$ cat src/rtl/chan_mux.sv
// N-channel valid/ready multiplexer with a one-entry registered output stage.
// Channels are picked by a fixed select or by a rotating round-robin search.
module chan_mux #(
    parameter  int N_CH  = 4,
    parameter  int WIDTH = 1,
    localparam int SEL_W = $clog2(N_CH)
) (
    input  logic                  clk,
    input  logic                  rst_n,
    input  logic [N_CH*WIDTH-1:0] in_data,
    input  logic [N_CH-1:0]       in_valid,
    output logic [N_CH-1:0]       in_ready,
    input  logic [SEL_W-1:0]      sel,
    input  logic                  mode,
    output logic [WIDTH-1:0]      out_data,
    output logic                  out_valid,
    input  logic                  out_ready,
    output logic [SEL_W-1:0]      out_ch
);

    localparam logic [SEL_W:0] N_CH_EXT = (SEL_W+1)'(N_CH);

    typedef enum logic {EMPTY, FULL} state_t;

    state_t           state_reg, state_next;
    logic [WIDTH-1:0] data_reg, data_next;
    logic [SEL_W-1:0] ch_reg, ch_next;
    logic [SEL_W-1:0] rr_ptr_reg, rr_ptr_next;

    logic             load_ok;
    logic             cand_valid;
    logic [SEL_W-1:0] cand;
    logic             in_xfer;
    int               rr_idx;

    logic [WIDTH-1:0] ch_data [N_CH];

    generate
        for (genvar gi = 0; gi < N_CH; gi++) begin : g_ch
            assign ch_data[gi]  = in_data[gi*WIDTH +: WIDTH];
            // rst_n gating keeps every accept low while reset is held
            assign in_ready[gi] = rst_n & load_ok & cand_valid & (cand == SEL_W'(gi));
        end
    endgenerate

    assign load_ok = (state_reg == EMPTY) | out_ready;
    assign in_xfer = cand_valid & load_ok;

    // Round-robin scans from the highest offset down so the nearest valid channel wins
    always_comb begin
        cand_valid = 1'b0;
        cand       = '0;
        rr_idx     = 0;
        if (!mode) begin
            if (({1'b0, sel} < N_CH_EXT) && in_valid[sel]) begin
                cand_valid = 1'b1;
                cand       = sel;
            end
        end else begin
            for (int k = N_CH - 1; k >= 0; k--) begin
                rr_idx = (int'(rr_ptr_reg) + k) % N_CH;
                if (in_valid[rr_idx]) begin
                    cand_valid = 1'b1;
                    cand       = SEL_W'(rr_idx);
                end
            end
        end
    end

    always_ff @(posedge clk or negedge rst_n) begin
        if (!rst_n) begin
            state_reg  <= EMPTY;
            data_reg   <= '0;
            ch_reg     <= '0;
            rr_ptr_reg <= '0;
        end else begin
            state_reg  <= state_next;
            data_reg   <= data_next;
            ch_reg     <= ch_next;
            rr_ptr_reg <= rr_ptr_next;
        end
    end

    always_comb begin
        state_next  = state_reg;
        data_next   = data_reg;
        ch_next     = ch_reg;
        rr_ptr_next = rr_ptr_reg;
        if (in_xfer) begin
            state_next = FULL;
            data_next  = ch_data[cand];
            ch_next    = cand;
            if (mode) begin
                rr_ptr_next = (cand == SEL_W'(N_CH - 1)) ? '0 : cand + 1'b1;
            end
        end else if ((state_reg == FULL) && out_ready) begin
            state_next = EMPTY;
        end
    end

    always_comb begin
        out_valid = (state_reg == FULL);
        out_data  = data_reg;
        out_ch    = ch_reg;
    end

endmodule

$ cat config.mk
export PLATFORM = sky130hd
export DESIGN_NAME = chan_mux
export DESIGN_NICKNAME = d
export VERILOG_FILES = /design/src/rtl/chan_mux.sv
export SDC_FILE = /design/constraint.sdc
export NUM_CORES = 1
export LEC_CHECK = 0
export CAP_MARGIN = 20
export CORE_MARGIN = 5
export CORE_UTILIZATION = 45
export CTS_CLUSTER_DIAMETER = 30
export CTS_CLUSTER_SIZE = 30
export DETAILED_ROUTE_END_ITERATION = 16
export GPL_ROUTABILITY_DRIVEN = 0
export MAX_ROUTING_LAYER = met4
export PLACE_DENSITY = 0.84
export SYNTH_ARGS = -nofsm -noshare
export SYNTH_HDL_FRONTEND = slang
export SYNTH_SLANG_ARGS = --single-unit
$ cat constraint.sdc
create_clock -name clk -period 5.1 [get_ports clk]
set_clock_uncertainty 0.15 [all_clocks]
set_input_delay 1.02 -clock clk [delete_from_list [all_inputs] [get_ports clk]]
set_output_delay 1.02 -clock clk [all_outputs]
set_load 0.02 [all_outputs]
==> run summary <==
outcome = finished clean
worst path bufs/invs = 2
Post-Synthesis Cell Area = 588 µm²
reg2reg setup slack = 3.15 ns
Most common cell on crit path = clkdlybuf4s50_1
Slew Limit Fails = 0
Max Cap Violations = 0
initial antenna violation count = 0
# port buffers = 21
Die Height = 46.2 µm
clk sink count = 6
GRT overflow = 0
Mapped Cells = 61
CORE AREA = 1270 µm²
RSZ-0062 raised after global routing = false
Setup CP Type = primary input to output port
Peak VDD IR = 0.000239 V
reg2reg start = rr_ptr_reg[1]
CP Launch Type = primary input
Seq/Total Area, Yosys = 0.255
Crit path depth = 6
Top Ports = 22
period utilisation layout = 0.883
worst r2r path cells = 5
Ys Warns = 0
drt total wl = 1300 µm
CP cell instances = clkdlybuf4s50_1, mux4_1, mux2i_1, nor2b_1, and3_1, clkdlybuf4s50_1
hold-critical path depth = 2
wire per inst = 13.1 µm
Syn Area/Cell = 9.64 µm²
TritonRoute pass-1 iters = 4
Worst Setup EP = in_ready[1]
r2r endpoint = rr_ptr_reg[1]
H-tree Lvls = 1
drt drc = 0
Routed Antenna Nets = 0
largest fanout on the critical path = 10
number of diodes = 0
clock buffer depth = 2
total number of vias = 548
cts bufs inserted = 3
Starting Density = 0.464
Worst-Margin Slew = 0.584 ns
CP Data Required Time = 3.93 ns
#FFs+latches synth = 6
PwrDens = 275 nW/µm²
CTS tree = yes
Std-Cell Rows = 13
root buf cell = clkbuf_4
Worst-path clk slew = 0.04 ns
crit path DAT = 3.33 ns
crit path launch = in_valid[3]
largest net degree at the start of global routing = 11
via-per-instance ratio = 5.54
gr usage total = 0.145
P_leak = 0.349 nW
setup TNS = 0 ns
Final min period = 4.50 ns
post-cts sizing count = 0
Setup Buffers After CTS = 0
Slew Limit Headroom = 0.610
share of cells above drive strength 1 = 0.143
synth unique cells = 31
DP HPWL = 1080 µm
kind of end point of the critical path = output port
syn_nets = 79
first-pass GRT wire length = 2160 µm
Worst Hold Class = register to register
vias in the first global route = 502
Top delay family on crit path = buffers and inverters
Final Hold Fails = 0
Die X = 46.2 µm
slowest stage delay, CP = 0.62 ns
hold_buf cts = 0
slowest cell on the critical path = clkdlybuf4s50_1
Final nets = 104
Design Power = 0.000228 W
f_max = 0.222 GHz
clk_lat worst skew = 0.24 ns
final count of negative-setup-slack endpoints = 0
Area Overhead vs Synth = 40.9%
Iter 0 DRT Violations = 2
Die Area = 2130 µm²
[cells in the mapped netlist (all sizes together)]
master,n,share of area
a31oi,1,0.011
and4,1,0.015
a21o,2,0.026
o21ai,4,0.034
mux2,1,0.019
a21oi,3,0.026
ha,4,0.085
a2111oi,1,0.047
dfrtp,6,0.26
nand2b,4,0.043
o21a,1,0.013
nand2,4,0.026
nor4,1,0.021
nor2b,1,0.011
a21bo,1,0.017
and3,4,0.043
nand3,1,0.0085
or4,1,0.019
o2bb2ai,1,0.015
buf,1,0.019
o32ai,1,0.028
nor2,5,0.032
mux2i,3,0.051
a211oi,2,0.034
or2b,1,0.013
nor3b,1,0.013
inv,3,0.019
a31o,1,0.015
mux4,1,0.045
[area by class of cell]
class | instances | area (µm²)
Timing Repair Buffer | 21 | 210
Tap cell | 15 | 18.8
Sequential cell | 6 | 150
Inverter | 3 | 11.3
Clock buffer | 3 | 22.5
Multi-Input combinational cell | 51 | 415
Fill cell | 102 | 440
[metrics by stage]
stage	utilization	std cells	hold slack, ns	setup slack [ns]	area, µm²
global placement	0.635	96	0.362	0.658	806
finish	0.653	99	0.374	0.596	828
CTS	0.653	99	0.388	0.614	828
global route	0.653	99	0.426	0.425	828
floorplan	-	61	0.336	1.75	588
detailed placement	0.635	96	0.378	0.604	806
[worst min path at each step]
stage | slack (ns) | end | from
6_report | 0.37 | out_ch[1] | out_ch[1]
5_1_grt | 0.43 | out_valid | out_valid
4_1_cts | 0.39 | out_ch[1] | out_ch[1]
3_5_place_dp | 0.38 | out_valid | out_valid
3_3_place_gp | 0.36 | out_valid | out_valid
2_1_floorplan | 0.34 | rr_ptr_reg[0] | rr_ptr_reg[0]
[cells in the final DEF (no fill, tap or decap), drive strengths merged, types with 2 or more instances in the layout]
cell type | Yosys | final
mux2i | 3 | 3
a21o | 2 | 2
a211oi | 2 | 2
dfrtp | 6 | 6
nand2b | 4 | 4
ha | 4 | 4
clkbuf | 0 | 3
nor2 | 5 | 5
a21oi | 3 | 3
and3 | 4 | 4
nand2 | 4 | 4
inv | 3 | 3
clkdlybuf4s50 | 0 | 21
o21ai | 4 | 4
[worst register-to-register path: stages (launching register included)]
cell and delay [ns]:
dfrtp_1 0.43, nand2b_1 0.18, a21o_1 0.22, a31o_2 0.30
ha_1 0.30, mux2_2 0.26
[layer usage]
metal	track usage	vias to the layer above	part of all wire
met3	0.0508	2	0.037
met1	0.179	258	0.44
met4	0.0341	0	0.0092
li1	-	278	-
met2	0.225	10	0.52
met5	-	-	0
[report_power, final]
| part | total, W | switching, W | leakage [nW] | internal (W) |
|---|---|---|---|---|
| clock | 0.0000415 | 0.0000150 | 0.0138 | 0.0000265 |
| combinational | 0.000114 | 0.0000569 | 0.268 | 0.0000569 |
| sequential | 0.0000728 | 0.0000120 | 0.0680 | 0.0000608 |
[cells by family (layout without fill, tap and decap cells)]
logic type / after synthesis / in the layout / share of synthesized area
fa+ha+maj: 4 / 4 / 0.0851
simple gates: 24 / 24 / 0.243
mux: 5 / 5 / 0.115
flops: 6 / 6 / 0.255
buf+inv: 4 / 27 / 0.0383
compound gates: 18 / 18 / 0.264
Power figures use the tool's default switching activity.
